$ cat config.mk
export PLATFORM = sky130hd
export DESIGN_NAME = regfile_param
export DESIGN_NICKNAME = d
export VERILOG_FILES = /design/src/rtl/regfile_pkg.sv /design/src/rtl/regfile_scoreboard.sv /design/src/rtl/regfile_param.sv
export SDC_FILE = /design/constraint.sdc
export NUM_CORES = 2
export LEC_CHECK = 0
export CELL_PAD_IN_SITES_DETAIL_PLACEMENT = 1
export CELL_PAD_IN_SITES_GLOBAL_PLACEMENT = 1
export CORE_AREA = 2 2 345 347
export CTS_BUF_LIST = sky130_fd_sc_hd__clkbuf_2
export CTS_CLUSTER_DIAMETER = 200
export DETAILED_ROUTE_END_ITERATION = 16
export DIE_AREA = 0 0 347 349
export PLACE_DENSITY_LB_ADDON = 0.1
export SLEW_MARGIN = 5
export SYNTH_ARGS = -nofsm -noshare
export SYNTH_HDL_FRONTEND = slang
export SYNTH_SLANG_ARGS = --single-unit
export TNS_END_PERCENT = 100
$ cat constraint.sdc
create_clock -name clock -period 12.3 [get_ports clock]
set_clock_uncertainty 0.1 [all_clocks]
set_input_delay 2.46 -clock clock [delete_from_list [all_inputs] [get_ports clock]]
set_output_delay 2.46 -clock clock [all_outputs]
set_load 0.05 [all_outputs]
$ cat src/rtl/regfile_pkg.sv
// ----------------------------------------------------------------------------
// regfile_pkg
//   Shared definitions for the parametrised register file:
//   default geometry, the $rstatus index, a constant-foldable clog2 and
//   the default register address type.
// ----------------------------------------------------------------------------
package regfile_pkg;

  // Constant-foldable ceil(log2(value)); usable in parameter expressions.
  function automatic int clog2(input int value);
    int result;
    result = 0;
    for (int v = value - 1; v > 0; v = v >> 1) begin
      result = result + 1;
    end
    return result;
  endfunction

  localparam int DEFAULT_WIDTH      = 32;
  localparam int DEFAULT_DEPTH      = 32;
  localparam int DEFAULT_AW         = clog2(DEFAULT_DEPTH);
  localparam int DEFAULT_STATUS_IDX = DEFAULT_DEPTH - 1;

  typedef logic [DEFAULT_AW-1:0] reg_addr_t;

endpackage

$ cat src/rtl/regfile_scoreboard.sv
// ----------------------------------------------------------------------------
// regfile_scoreboard
//   Busy-bit tracker for destination registers owned by in-flight multicycle
//   operations (mult/div). A register becomes busy when its op is issued and
//   is released when its result is written back.
//
//   Ports
//     clock        in   rising-edge clock
//     ctrl_reset   in   synchronous active-high reset (clears every busy bit)
//     set          in   mark set_reg busy
//     set_reg      in   register being claimed
//     clr          in   primary write-back, releases clr_reg
//     clr_reg      in   register being written back
//     clr_status   in   $rstatus side write, releases STATUS_IDX
//     busy         out  registered busy vector (bit 0 is always 0)
//     count        out  number of busy registers
//     full         out  every writable register is busy
//
//   Priority: a set of register r beats a same-cycle release of r, because
//   the set represents a newer owner of that destination.
// ----------------------------------------------------------------------------
module regfile_scoreboard
  import regfile_pkg::*;
#(
  parameter int DEPTH      = DEFAULT_DEPTH,
  parameter int STATUS_IDX = DEPTH - 1,
  parameter int AW         = clog2(DEPTH)
) (
  input  logic             clock,
  input  logic             ctrl_reset,
  input  logic             set,
  input  logic [AW-1:0]    set_reg,
  input  logic             clr,
  input  logic [AW-1:0]    clr_reg,
  input  logic             clr_status,
  output logic [DEPTH-1:0] busy,
  output logic [AW:0]      count,
  output logic             full
);

  typedef logic [AW:0] cnt_t;

  localparam logic [AW-1:0] STATUS_ADDR = AW'(STATUS_IDX);

  logic             set_live;
  logic             set_new;
  logic             clr_new;
  logic             clr_status_new;
  logic [DEPTH-1:0] busy_d;

  // The count moves by the bits that actually change, so it equals the
  // popcount of busy without needing a full adder tree.
  // NOTE: every variable driven here gets a default first, so no path can
  // leave it unassigned and infer a latch.
  always_comb begin
    set_live = set && (set_reg != '0);
    set_new  = set_live && !busy[set_reg];
    clr_new  = clr && (clr_reg != '0) && busy[clr_reg]
               && !(set_live && (set_reg == clr_reg));
    // A primary write-back to $rstatus already accounts for its release.
    clr_status_new = clr_status && busy[STATUS_IDX]
                     && !(set_live && (set_reg == STATUS_ADDR))
                     && !(clr && (clr_reg == STATUS_ADDR));

    busy_d = busy;
    if (clr)        busy_d[clr_reg]    = 1'b0;
    if (clr_status) busy_d[STATUS_IDX] = 1'b0;
    if (set_live)   busy_d[set_reg]    = 1'b1;
    busy_d[0] = 1'b0;
  end

  // NOTE: state is updated with non-blocking assignments so every flop
  // samples the pre-edge values, independent of statement order.
  always_ff @(posedge clock) begin
    if (ctrl_reset) begin
      busy  <= '0;
      count <= '0;
    end else begin
      busy  <= busy_d;
      count <= count + cnt_t'(set_new) - cnt_t'(clr_new) - cnt_t'(clr_status_new);
    end
  end

  assign full = (count == cnt_t'(DEPTH - 1));

endmodule

$ cat src/rtl/regfile_param.sv
// ----------------------------------------------------------------------------
// regfile_param
//   Parametrised processor register file: NREAD combinational read ports,
//   one primary write port, one $rstatus side-write port, register 0 hardwired
//   to zero, and a built-in scoreboard of registers owned by in-flight
//   multicycle ops.
//
//   Ports
//     clock             in   rising-edge clock
//     ctrl_reset        in   synchronous active-high reset
//     ctrl_writeEnable  in   primary write enable
//     ctrl_writeReg     in   primary write address
//     data_writeReg     in   primary write data
//     rs_write          in   $rstatus side write (independent of ctrl_writeEnable)
//     rs_writeData      in   $rstatus side-write data
//     ctrl_readReg      in   read addresses, port k = [k*AW +: AW]
//     data_readReg      out  read data, port k = [k*WIDTH +: WIDTH]
//     sb_set            in   mark sb_setReg busy
//     sb_setReg         in   destination of the issued multicycle op
//     sb_busy           out  bit k = register addressed by read port k is busy
//     sb_count          out  number of busy registers
//     sb_full           out  all writable registers busy
//
//   Build option
//     REGFILE_BYPASS_EN  defined: reads (data and busy) see same-cycle writes.
//                        undefined: reads return the pre-edge state.
// ----------------------------------------------------------------------------
module regfile_param
  import regfile_pkg::*;
#(
  parameter int WIDTH      = DEFAULT_WIDTH,
  parameter int DEPTH      = DEFAULT_DEPTH,
  parameter int NREAD      = 2,
  parameter int STATUS_IDX = DEPTH - 1,
  localparam int AW        = clog2(DEPTH)
) (
  input  logic                   clock,
  input  logic                   ctrl_reset,
  input  logic                   ctrl_writeEnable,
  input  logic [AW-1:0]          ctrl_writeReg,
  input  logic [WIDTH-1:0]       data_writeReg,
  input  logic                   rs_write,
  input  logic [WIDTH-1:0]       rs_writeData,
  input  logic [NREAD*AW-1:0]    ctrl_readReg,
  output logic [NREAD*WIDTH-1:0] data_readReg,
  input  logic                   sb_set,
  input  logic [AW-1:0]          sb_setReg,
  output logic [NREAD-1:0]       sb_busy,
  output logic [AW:0]            sb_count,
  output logic                   sb_full
);

  localparam logic [AW-1:0] STATUS_ADDR = AW'(STATUS_IDX);

  logic [WIDTH-1:0] regs [DEPTH];
  logic [DEPTH-1:0] busy;
  logic             primary_we;

  // The side write owns $rstatus outright, so the primary port is masked
  // there rather than relying on assignment order.
  assign primary_we = ctrl_writeEnable && (ctrl_writeReg != '0)
                      && !(rs_write && (ctrl_writeReg == STATUS_ADDR));

  // NOTE: the array is built from flops, so reset clears every entry; a
  // RAM-macro implementation could not be reset this way.
  always_ff @(posedge clock) begin
    if (ctrl_reset) begin
      for (int i = 0; i < DEPTH; i++) begin
        regs[i] <= '0;
      end
    end else begin
      if (primary_we) regs[ctrl_writeReg] <= data_writeReg;
      if (rs_write)   regs[STATUS_IDX]    <= rs_writeData;
    end
  end

  regfile_scoreboard #(
    .DEPTH      (DEPTH),
    .STATUS_IDX (STATUS_IDX),
    .AW         (AW)
  ) u_scoreboard (
    .clock      (clock),
    .ctrl_reset (ctrl_reset),
    .set        (sb_set),
    .set_reg    (sb_setReg),
    .clr        (ctrl_writeEnable),
    .clr_reg    (ctrl_writeReg),
    .clr_status (rs_write),
    .busy       (busy),
    .count      (sb_count),
    .full       (sb_full)
  );

  always_comb begin
    data_readReg = '0;
    sb_busy      = '0;
    for (int k = 0; k < NREAD; k++) begin
      logic [AW-1:0]    addr;
      logic [WIDTH-1:0] rd;
      logic             bz;
      addr = ctrl_readReg[k*AW +: AW];
`ifdef REGFILE_BYPASS_EN
      if (rs_write && (addr == STATUS_ADDR)) begin
        rd = rs_writeData;
      end else if (ctrl_writeEnable && (addr == ctrl_writeReg)) begin
        rd = data_writeReg;
      end else begin
        rd = regs[addr];
      end
      // A releasing write shows the register free unless a same-cycle
      // issue claims it again.
      if ((ctrl_writeEnable && (addr == ctrl_writeReg))
          || (rs_write && (addr == STATUS_ADDR))) begin
        bz = sb_set && (sb_setReg == addr);
      end else begin
        bz = busy[addr];
      end
`else
      rd = regs[addr];
      bz = busy[addr];
`endif
      if (addr == '0) begin
        rd = '0;
        bz = 1'b0;
      end
      data_readReg[k*WIDTH +: WIDTH] = rd;
      sb_busy[k]                     = bz;
    end
  end

endmodule

==> summary.md <==
| Metric | Value |
|---|---|
| DIE AREA | `0.121 mm^2` |
| CP Max Fanout | `48` |
| Synth area leader | `edfxtp_1` |
| Vias/cell | `6.78` |
| Compound-gate portion of the synthesized area | `6.37%` |
| Largest net degree at the start of global routing | `107` |
| Leakage power | `0.0221 uW` |
| # clock sinks | `1061` |
| Port Buffers | `161` |
| Final setup violating endpoints | `0` |
| Worst-margin pin slew | `1.39 ns` |
| Setup crit end kind | `primary output` |
| Top cells by count, synth | `1024 x edfxtp_1, 965 x and2_1, 454 x mux4_2` |
| Iteration-0 DRC Markers | `4855` |
| Cts bufs inserted | `308` |
| Sum of negative setup slack | `0 ns` |
| Maxcap violations | `0` |
| Synthesized area | `0.0582 mm^2` |
| Adder-Cell Fraction of Synth Area | `0.241%` |
| Synth top area cells | `edfxtp_1 53%, mux4_2 18%, and2_1 10%` |
| Startpoint Class | `input pin` |
| Synth warn | `0` |
| Final non-filler cell total | `5874` |
| Status | `finished clean` |
| Global-route wire length before repair | `308000 um` |
| CP Class | `in -> out` |
| Worst min path class | `reg -> reg` |
| Yosys reg bits | `1061` |
| GPL Wtd Cong | `0.955` |
| Antenna-violating nets left | `0` |
| Final WS setup | `2.85 ns` |
| Mux contribution to synthesized area | `22.1%` |
| Starting density of the core | `49.6%` |
| RSZ-0062 raised after global routing | `no` |
| Worst-path clk slew | `0.09 ns` |
| CTS tree | `yes` |
| Post-synth EDFFs | `1024` |
| Final period utilization | `76.8%` |
| Max_slew headroom | `7.11%` |
| Worst path cell trace | `buf_6 > clkinv_2 > buf_4 > nor2_2 > a22oi_1 > a311oi_1 > clkdlybuf4s50_1` |
| Mapped Avg Cell Area | `14.8 um^2` |
| Xor and xnor fraction of the mapped netlist area | `0.120%` |
| Layout cells sized above 1 | `28.7%` |
| Final Max Tran Viols | `0` |
| FMAX | `0.106 GHz` |
| Synth Flop Type | `edfxtp_1` |
| DRT Pass-1 Iters | `5` |
| Post-Route WL | `219000 um` |
| DR DRC count | `0` |
| Total track usage | `36.3%` |
| I/O Pins | `162` |
| Die X | `347 um` |
| H-tree level count | `5` |
| Number of library cell types mapped by synthesis | `65` |
| Vias in the first global route | `42000` |
| Critical Path AT | `6.89 ns` |
| Gate count of the mapped netlist | `3926` |
| Placed insts | `5351` |
| Congestion Overflow GR | `0` |
| Post-place instance area | `0.0606 mm^2` |
| Core area | `0.117 mm^2` |
| HPWL after detailed placement | `136000 um` |
| Min Clock Period, post-route | `9.45 ns` |
| Pwr/cell area | `129 mW/mm^2` |
| Resize count post-CTS | `0` |
| Largest family of logic cells by synthesized area | `multiplexers` |
| Clk root buf | `clkbuf_2` |
| Sequential cell area fraction in the yosys report | `54.1%` |
| Slowest cell on crit path | `clkdlybuf4s50_1` |
| Die Ht | `349 um` |
| Worst path max stage delay | `0.93 ns` |
| Setup bufs post-CTS | `0` |
| Synth Area in Simple Gates | `12.8%` |
| Vias | `39800` |
| Dpl ws | `3.03 ns` |
| CP bufs+invs | `4` |
| Clock Path Buffers | `4` |
| Initial antenna violation count | `22` |
| Hold_buf cts | `0` |
| P&R area growth vs syn | `8.52%` |
| Most frequent cell after synthesis | `edfxtp_1` |
| Finished Cell Area | `0.0632 mm^2` |
| Post-synth ARST share | `0%` |
| Hold Fails Final Rpt | `0` |
| Required @ worst endpoint | `9.74 ns` |
| VDD IR-drop max | `0.131 mV` |
| Crit path max-delay family | `buffers and inverters` |
| Core Rows | `126` |
| WL per Instance | `37.3 um` |
| Clk_lat worst skew | `1.64 ns` |
| Post-layout nets | `4224` |
| Area fraction of the dominant cell type after synthesis | `52.8%` |
## sequential cells by signal, summed over array words and instances, names as in the netlist
signal / cells
u_scoreboard.busy: 31
regs: 1024
u_scoreboard.count: 6
## final timing paths
| check | from | end | slack, ns | cells past startpoint |
|---|---|---|---|---|
| setup reg to reg | u_scoreboard.busy[15] | u_scoreboard.count[5] | 8.28 | 13 |
| hold reg to reg | u_scoreboard.busy[5] | u_scoreboard.busy[5] | 0.43 | 2 |
| setup / recovery | ctrl_readReg[0] | data_readReg[30] | 2.85 | 7 |
| hold / removal | u_scoreboard.busy[5] | u_scoreboard.busy[5] | 0.43 | 2 |
## worst reg2reg max path: cells and delay by family, from the launching register on
family | cells | cell delay, ns
AO/OA/AOI/OAI | 5 | 1.25
XOR/XNOR | 1 | 0.16
adder cells (fa/ha/maj) | 4 | 1.44
buffers and inverters | 1 | 0.05
flip-flops | 1 | 0.37
multiplexers | 1 | 0.49
AND/OR/NAND/NOR | 1 | 0.05
## placed cells by master, fill, tap and decap left out, drive strengths merged, types with 32 or more instances in the layout
master / count
a211oi: 64
a21oi: 35
a221oi: 50
a22o: 32
a22oi: 66
a311oi: 66
and2: 965
buf: 138
clkbuf: 445
clkdlybuf4s50: 150
clkinv: 65
conb: 32
dfxtp: 37
edfxtp: 1024
mux2: 70
mux2i: 135
mux4: 474
nand2: 73
nor2: 47
nor2b: 76
o21ai: 146
or2: 32
## final cells by class
type,instances,area [um^2]
timing repair buffer,288,2600
sequential,1061,31500
inverter,16,62.6
antenna,9,22.5
clock buffer,445,2230
clock inverter,69,344
tap,1536,1920
multi-input combinational,2450,24500
fill,11300,54300
## metal layers
layer  share of wire [%]  global-route usage [%]
met2                  48                    58.7
met3                  10                    9.24
met1                  36                    44.6
met4                 6.0                    20.9
met5               0.047                       0
## kinds of logic after synthesis
logic type,after synthesis
and+or+nand+nor,1230
DFF,1061
muxes,679
AOI/OAI and AO/OA,491
buffers and inverters,446
adders and majority gates,10
xor gates and xnor gates,8
other,1
## report_power, final
| group | leakage [uW] | switching [uW] | internal, uW |
|---|---|---|---|
| clock | 0.00201 | 1590 | 1020 |
| sequential | 0.0101 | 115 | 4160 |
| combinational | 0.0100 | 817 | 485 |
## stage by stage
step           utilization, %  total power (uW)  hold WS, ns
3_5_place_dp             51.6              5630        0.416
4_1_cts                  53.8              8200        0.429
2_1_floorplan               -              5110        0.377
3_3_place_gp             51.6              5590        0.411
5_1_grt                  53.8              8450        0.468
6_report                 53.8              8180        0.431
Note: power is estimated with default switching activity, not from simulation.
